[src/rtl/div.sv]
// Iterative 64/32-bit integer divider with restoring division, one quotient bit per cycle.
// Handles the signed and unsigned forms, plus the divide-by-zero and signed-overflow shortcuts.
module div (
  input  logic        clk,
  input  logic        rst,
  input  logic        in_valid,
  output logic        in_ready,
  input  logic [63:0] in_a,
  input  logic [63:0] in_b,
  input  logic        div_signed,
  input  logic        alu_32,
  input  logic        flush,
  output logic        out_valid,
  input  logic        out_ready,
  output logic [63:0] out_q,
  output logic [63:0] out_r
);

  typedef enum logic [1:0] {
    IDLE = 2'd0,
    CALC = 2'd1,
    DONE = 2'd2
  } state_t;

  state_t      state_q, state_d;
  logic [6:0]  cnt_q, cnt_d;
  logic [63:0] rem_q, rem_d;
  logic [63:0] quo_q, quo_d;
  logic [63:0] dvs_q, dvs_d;
  logic        qneg_q, qneg_d;
  logic        rneg_q, rneg_d;
  logic        w32_q, w32_d;
  logic [63:0] res_q_q, res_q_d;
  logic [63:0] res_r_q, res_r_d;

  function automatic logic [63:0] sext32(input logic [63:0] v);
    return {{32{v[31]}}, v[31:0]};
  endfunction

  function automatic logic [63:0] fmt(input logic [63:0] v, input logic w);
    return w ? sext32(v) : v;
  endfunction

  // Operands extended to 64 bits at the requested width and signedness
  logic [63:0] a_ext, b_ext, a_mag, b_mag, a_min;
  logic        a_neg, b_neg, b_zero, ovf;

  always_comb begin
    a_ext = in_a;
    b_ext = in_b;
    if (alu_32) begin
      a_ext = div_signed ? sext32(in_a) : {32'd0, in_a[31:0]};
      b_ext = div_signed ? sext32(in_b) : {32'd0, in_b[31:0]};
    end
    a_neg  = div_signed & a_ext[63];
    b_neg  = div_signed & b_ext[63];
    a_mag  = a_neg ? (~a_ext + 64'd1) : a_ext;
    b_mag  = b_neg ? (~b_ext + 64'd1) : b_ext;
    a_min  = alu_32 ? 64'hFFFF_FFFF_8000_0000 : 64'h8000_0000_0000_0000;
    b_zero = (b_ext == 64'd0);
    ovf    = div_signed & (a_ext == a_min) & (b_ext == {64{1'b1}});
  end

  // One restoring step: shift in the next dividend bit and try to subtract the divisor.
  // The partial remainder is always below the divisor, so bit 64 of the 65-bit
  // difference is a reliable borrow flag.
  logic [64:0] trial, diff;
  logic        fits, last;
  logic [63:0] rem_nx, quo_nx, q_fix, r_fix;

  always_comb begin
    trial  = {rem_q, quo_q[63]};
    diff   = trial + ~{1'b0, dvs_q} + 65'd1;
    fits   = ~diff[64];
    rem_nx = fits ? diff[63:0] : trial[63:0];
    quo_nx = {quo_q[62:0], fits};
    q_fix  = fmt(qneg_q ? (~quo_nx + 64'd1) : quo_nx, w32_q);
    r_fix  = fmt(rneg_q ? (~rem_nx + 64'd1) : rem_nx, w32_q);
    last   = (cnt_q == (w32_q ? 7'd31 : 7'd63));
  end

  always_comb begin
    state_d = state_q;
    cnt_d   = cnt_q;
    rem_d   = rem_q;
    quo_d   = quo_q;
    dvs_d   = dvs_q;
    qneg_d  = qneg_q;
    rneg_d  = rneg_q;
    w32_d   = w32_q;
    res_q_d = res_q_q;
    res_r_d = res_r_q;

    case (state_q)
      IDLE: begin
        if (in_valid) begin
          cnt_d  = 7'd0;
          w32_d  = alu_32;
          qneg_d = a_neg ^ b_neg;
          rneg_d = a_neg;
          dvs_d  = b_mag;
          rem_d  = 64'd0;
          // Word operands sit in the top half so the MSB-first scan sees them directly
          quo_d  = alu_32 ? {a_mag[31:0], 32'd0} : a_mag;
          if (b_zero) begin
            res_q_d = {64{1'b1}};
            res_r_d = fmt(a_ext, alu_32);
            state_d = DONE;
          end else if (ovf) begin
            res_q_d = a_ext;
            res_r_d = 64'd0;
            state_d = DONE;
          end else begin
            state_d = CALC;
          end
        end
      end
      CALC: begin
        rem_d = rem_nx;
        quo_d = quo_nx;
        cnt_d = cnt_q + 7'd1;
        if (last) begin
          res_q_d = q_fix;
          res_r_d = r_fix;
          cnt_d   = 7'd0;
          state_d = DONE;
        end
      end
      DONE: begin
        if (out_ready) state_d = IDLE;
      end
      default: state_d = IDLE;
    endcase

    if (flush) begin
      state_d = IDLE;
      cnt_d   = 7'd0;
    end
  end

  always_ff @(posedge clk or posedge rst) begin
    if (rst) begin
      state_q <= IDLE;
      cnt_q   <= 7'd0;
      rem_q   <= 64'd0;
      quo_q   <= 64'd0;
      dvs_q   <= 64'd0;
      qneg_q  <= 1'b0;
      rneg_q  <= 1'b0;
      w32_q   <= 1'b0;
      res_q_q <= 64'd0;
      res_r_q <= 64'd0;
    end else begin
      state_q <= state_d;
      cnt_q   <= cnt_d;
      rem_q   <= rem_d;
      quo_q   <= quo_d;
      dvs_q   <= dvs_d;
      qneg_q  <= qneg_d;
      rneg_q  <= rneg_d;
      w32_q   <= w32_d;
      res_q_q <= res_q_d;
      res_r_q <= res_r_d;
    end
  end

  assign in_ready  = (state_q == IDLE);
  assign out_valid = (state_q == DONE);
  assign out_q     = res_q_q;
  assign out_r     = res_r_q;

endmodule

[config.mk]
export PLATFORM = sky130hd
export DESIGN_NAME = div
export DESIGN_NICKNAME = d
export VERILOG_FILES = /design/src/rtl/div.sv
export SDC_FILE = /design/constraint.sdc
export NUM_CORES = 1
export LEC_CHECK = 0
export ABC_AREA = 1
export CAP_MARGIN = 0
export CORE_UTILIZATION = 40
export DETAILED_ROUTE_END_ITERATION = 8
export DONT_BUFFER_PORTS = 1
export PLACE_DENSITY = 0.56
export SYNTH_ARGS = -nofsm -noshare
export SYNTH_HDL_FRONTEND = slang
export SYNTH_SLANG_ARGS = --single-unit
[constraint.sdc]
create_clock -name clk -period 20.3 [get_ports clk]
set_input_delay 3.045 -clock clk [delete_from_list [all_inputs] [get_ports clk]]
set_output_delay 3.045 -clock clk [all_outputs]
set_load 0.01 [all_outputs]
======== After elaboration in Yosys (flattened, before gate mapping) ========
Index checks and enable logic that the tools add are counted.
W data, S select, Z words.
storage, ports and cells
  input bits .............................. 135
  register bits ........................... 332
  word-level logic and storage cells ...... 88
operators by class
  eq/ne operators ......................... 11
  $add $sub $neg .......................... 7
  reductions and logical operators ........ 9
  bitwise gates (word level) .............. 11
  mux-type cells .......................... 40
operators with widths
  cell                     number
  $mux W64                 23
  $pmux W64 S2             4
  $add A64 B1 Y64 const B  4
  $not A64 Y64             4
  $add A65 B1 Y65 const B  1
  $add A65 B65 Y65         1
  $not A64 Y65             1
  $eq A64 B64 Y1           1
  $eq A64 B64 Y1 const B   1
  $logic_not A64 Y1        1
  $mux W63                 1
  $mux W7                  3
  $pmux W7 S2              1
  $mux W2                  6
  $add A7 B1 Y7 const B    1
  $eq A7 B6 Y1             1
  $mux W6                  1
  $ne A3 B2 Y1 const B     2
  $pmux W2 S3              1
  $reduce_and A2 Y1        3
  $and A1 B1 Y1            4
  $ne A2 B2 Y1 const B     2
  $reduce_and A4 Y1        1
  $ne A3 B1 Y1 const B     1
  9 further kinds          9

======== Longest topological paths before layout ========
  depth in word-level cells ............... 10
  mapped depth ............................ 41
  depth with buffers taken out ............ 39

======== Least setup slack after synthesis ========
Ideal clock, no wire load.
  path type ............................... input port to flip-flop
  from .................................... input port alu_32
  to ...................................... register res_r_q[10] (netlist: out_r[10])
  slack ................................... 14.876 ns
  path buffers ............................ 5
  arrival time ............................ 5.294 ns
  data required time ...................... 20.170 ns
  stages on the path ...................... 15
  cells stage by stage .................... buf_4 > buf_2 > o21ai_0 > nand4_1 > nor4_1 > nor3b_1 > nand4_1 > and2_1 > nand2_1 > nor2_1 > nor2_4 > buf_4 > buf_2 > buf_2 > a31oi_1
between the ends
  cells in the longest elaborated chain, start to end .. 6
  elaborated cells on any way between the ends .. 14
  classes of those cells .................. eq/ne: 3; mux: 7; bitwise: 2; reduce/logical: 2
RTL lines
  item                                  line    RTL
  start: declaration                    11      input logic alu_32,
  $mux W64 or $mux W63 (tied branches)  51, 59
  $eq A64 B64 Y1                        61      ovf = div_signed & (a_ext == a_min) & (b_ext == {64{1'b1}});
  $and A1 B1 Y1 (2 in series)           61
  $ne A3 B1 Y1 (no line)                --
  $reduce_and A4 Y1 (no line)           --
  end signal: assignment                163     res_r_q <= res_r_d;
  end: declaration                      34      logic [63:0] res_r_q, res_r_d;
Parallel ways exist; a longest one is shown, timed or not. The select of a mux whose other input is x is not followed.
A chain may end at the register's enable or synchronous reset.

======== Final worst setup path ========
  from .................................... input port alu_32
  to ...................................... register res_r_q[38] (netlist: out_r[38])
Same word-level chain as after synthesis.

==> impl_metrics.tcl <==
set metrics [dict create \
    via_count 32700 \
    yosys.area.top_type "dfrtp_1" \
    cpMostUsedCell "inv_1" \
    grt_max_degree 119 \
    async_reset_ff_share_pct 100 \
    peakVddDrop_v 0.000116 \
    ys_types 64 \
    hp-start "dvs_q[12]$_DFFE_PP0P_" \
    ctsHtreeMaxLevel 2 \
    numCtsBuffers 43 \
    rsz0062_at_grt "false" \
    drtPass1Iterations 6 \
    holdBufCountCts 0 \
    clk_pin_slew_ns 0.06 \
    grt_pass1_wl_mm 198 \
    drive_gt1_share_pct 6.13 \
    cts_tree "done" \
    cp_num_buf_inv 6 \
    slowest_delay_ns 0.93 \
    rr_endpoint "out_q[60]$_DFFE_PP0P_" \
    yosys_warnings 0 \
    finish.utilization_pct 43.6 \
    root_buffer "clkbuf_16" \
    grt.total_usage_pct 34.3 \
    r2r_setup_slack_ns 14.46 \
    dp_cells 5883 \
    crit_slowest_cell "buf_4" \
    fin_crit_sh_pct 35.3 \
    power_density_nw_per_um2 201 \
    gr-total-overflow 0 \
    ant_nets 0 \
    min_to "dvs_q[12]$_DFFE_PP0P_" \
    required_ns 20.79 \
    initial_core_util_pct 40.7 \
    avgSynthCellArea_sq_um 6.02 \
    finalSetupViolations 0 \
    cp_max_fo 118 \
    design.core.area_sq_um 74800 \
    synth_top_flop_cell "dfrtp_1" \
    fin_skew_ns 0.0382 \
    synth_cells 5055 \
    final_nets 5165 \
    postCtsSetupRepairBufs 0 \
    drt_iter0_drc 4164 \
    fill_cells 8272 \
    fp.dieH_microns 278 \
    whs_path_depth 2 \
    syn_area_sq_um 30400 \
    wl_per_cell_microns 22.6 \
    critPathTopFamily "simple AND/OR/NAND/NOR gates" \
    rows 100 \
    grt_pass1_vias 30100 \
    layout-area-overhead-vs-synth_pct 7.09 \
    hold_path_class "reg -> reg" \
    clockBufferDepth 3 \
    finalMaxSlewViolations 0 \
    route.detailed.drc 0 \
    crit_chain "nand3_2 > o21ai_0 > nor2_1 > inv_1 > nor3_1 > nand2_1 > nor2_1 > inv_1 > nor4_1 > nand3_1 > nand2_1 > nor2_1 > nor2_4 > buf_4 > buf_4 > o31ai_1 > inv_1 > nand3_2 > nand2_1 > inv_1" \
    crit_path_start_kind "input pin" \
    final_area_sq_um 32600 \
    cap_violations 0 \
    cts_num_sinks 332 \
    grt_antenna_before_repair 6 \
    r2r_cells 34 \
    rr_startpoint "dvs_q[43]$_DFFE_PP0P_" \
    die_w_microns 278 \
    ys_ff_latch 332 \
    yosys-top-cells-area "dfrtp_1 (27%), nand2_1 (19%), inv_1 (11%)" \
    hold_violations 0 \
    place_congestion 1.02 \
    arrival_ns 7.66 \
    setup_slack_ns 13.13 \
    tns_ns 0 \
    place_ws_ns 12.65 \
    dp_hpwl_mm 108 \
    status "finished clean" \
    ys_seq_area_share_pct 27.3 \
    leakage_nw 16.8 \
    synth_top_area_share_pct 27.3 \
    fmax_mhz 140 \
    ctsResizeCount 0 \
    crit_type "in -> reg" \
    routed_wl_mm 135 \
    tightest_slew_ns 1.10 \
    clock_latency_ns 0.60 \
    io_buffers 0 \
    syn_nets 5261 \
    synth-edff-count 0 \
    slew_headroom_pct 26.5 \
    fin_crit_ns 7.17 \
    vias_per_cell 5.48 \
    die_area_sq_um 77200 \
    placed_cell_area_sq_um 31100 \
    top_level_ports 265 \
    fin_cells 5965 \
    worstSetupEndpointType "register" \
]
[flip-flops by register name, indices dropped and copies added, names as in the netlist]
name     flops
dvs_q       64
out_q       64
out_r       64
quo_q       64
rem_q       64
cnt_q        7
state_q      2
qneg_q       1
rneg_q       1
w32_q        1
[layout by cell type, fill, tap and decap left out, drive strengths merged, types with 8 or more instances in the layout]
| cell | instances |
|---|---|
| nand2 | 1601 |
| nor3 | 53 |
| xnor2 | 47 |
| a211oi | 8 |
| clkinv | 15 |
| clkbuf | 63 |
| a31oi | 39 |
| o22ai | 70 |
| inv | 890 |
| nand4 | 70 |
| o21bai | 8 |
| nor4 | 25 |
| ha | 70 |
| buf | 32 |
| o21ai | 337 |
| nor2 | 594 |
| o211ai | 33 |
| or2 | 44 |
| o221ai | 21 |
| nand3 | 270 |
| dfrtp | 332 |
| a21oi | 176 |
| a41oi | 15 |
| o31ai | 33 |
| nand3b | 21 |
| xor2 | 80 |
[Yosys cell counts, types with 44 or more instances]
| master | n |
|---|---|
| a21oi_1 | 171 |
| clkbuf_1 | 103 |
| dfrtp_1 | 332 |
| ha_1 | 70 |
| inv_1 | 867 |
| nand2_1 | 1537 |
| nand2_2 | 51 |
| nand3_1 | 247 |
| nand4_1 | 68 |
| nor2_1 | 565 |
| nor3_1 | 49 |
| o21ai_0 | 297 |
| o22ai_1 | 70 |
| or2_2 | 44 |
| xnor2_1 | 47 |
| xor2_1 | 80 |
[power by group]
part / internal [mW] / switching, mW / total [mW]
sequential: 0.971 / 0.366 / 1.34
clock: 0.479 / 0.334 / 0.813
combinational: 1.24 / 3.17 / 4.42
[final cells by class]
| cell class | instances | area (sq um) | share of cell area (%) |
|---|---|---|---|
| diodes | 3 | 7.51 | 0.0230 |
| inverters | 896 | 3380 | 10.4 |
| repair buffers | 32 | 240 | 0.737 |
| flip-flops and latches | 332 | 8310 | 25.5 |
| clock inverters | 16 | 191 | 0.587 |
| well taps | 969 | 1210 | 3.72 |
| multi-input cells | 3654 | 18000 | 55.2 |
| clock buffers | 63 | 1280 | 3.94 |
[layer usage]
layer | up-vias | wire length, microns | part of all wire [%] | GRT usage [%]
met5 | - | 10 | 0.0074 | 0
met1 | 15400 | 61800 | 46 | 50.3
met3 | 185 | 12800 | 9.5 | 7.17
met4 | 2 | 4450 | 3.3 | 10.6
met2 | 1352 | 55800 | 41 | 49.7
li1 | 15800 | - | - | -
[per-stage QoR]
step                      hold WS [ns]  power [mW]
after floorplan                  0.453        4.30
after global placement           0.467        5.65
after detailed placement         0.475        5.66
after CTS                        0.488        6.50
after global routing             0.506        7.09
final                            0.482        6.57
[how the worst max path moves through the flow]
stage / from / to / slack (ns) / depth (start not counted)
2_1_floorplan: rst / cnt_q[0]$_DFFE_PP0P_ / 8.06 / 1
5_1_grt: div_signed / out_r[52]$_DFFE_PP0P_ / 12.77 / 20
3_3_place_gp: alu_32 / out_r[59]$_DFFE_PP0P_ / 12.81 / 18
4_1_cts: alu_32 / out_r[38]$_DFFE_PP0P_ / 13.27 / 18
6_report: alu_32 / out_r[38]$_DFFE_PP0P_ / 13.13 / 20
3_5_place_dp: alu_32 / out_r[38]$_DFFE_PP0P_ / 12.65 / 18
[worst min-delay path, stage by stage, from the launching register on]
cell and delay, ns:
dfrtp_1 0.34, nand2_1 0.05, o21ai_0 0.05
[cells by family (layout without fill, tap and decap cells)]
| kind of cell | count (synthesis) | after routing | share of synthesized area [%] |
|---|---|---|---|
| AND/OR/NAND/NOR | 2690 | 2690 | 37.8 |
| buffers and inverters | 1069 | 1007 | 13.8 |
| AO/OA/AOI/OAI | 766 | 766 | 14.5 |
| flip-flops | 332 | 332 | 27.3 |
| XOR/XNOR | 127 | 127 | 3.65 |
| adder cells (fa/ha/maj) | 71 | 71 | 2.94 |
| other | 0 | 3 | 0 |
(Power assumes the default switching activity.)
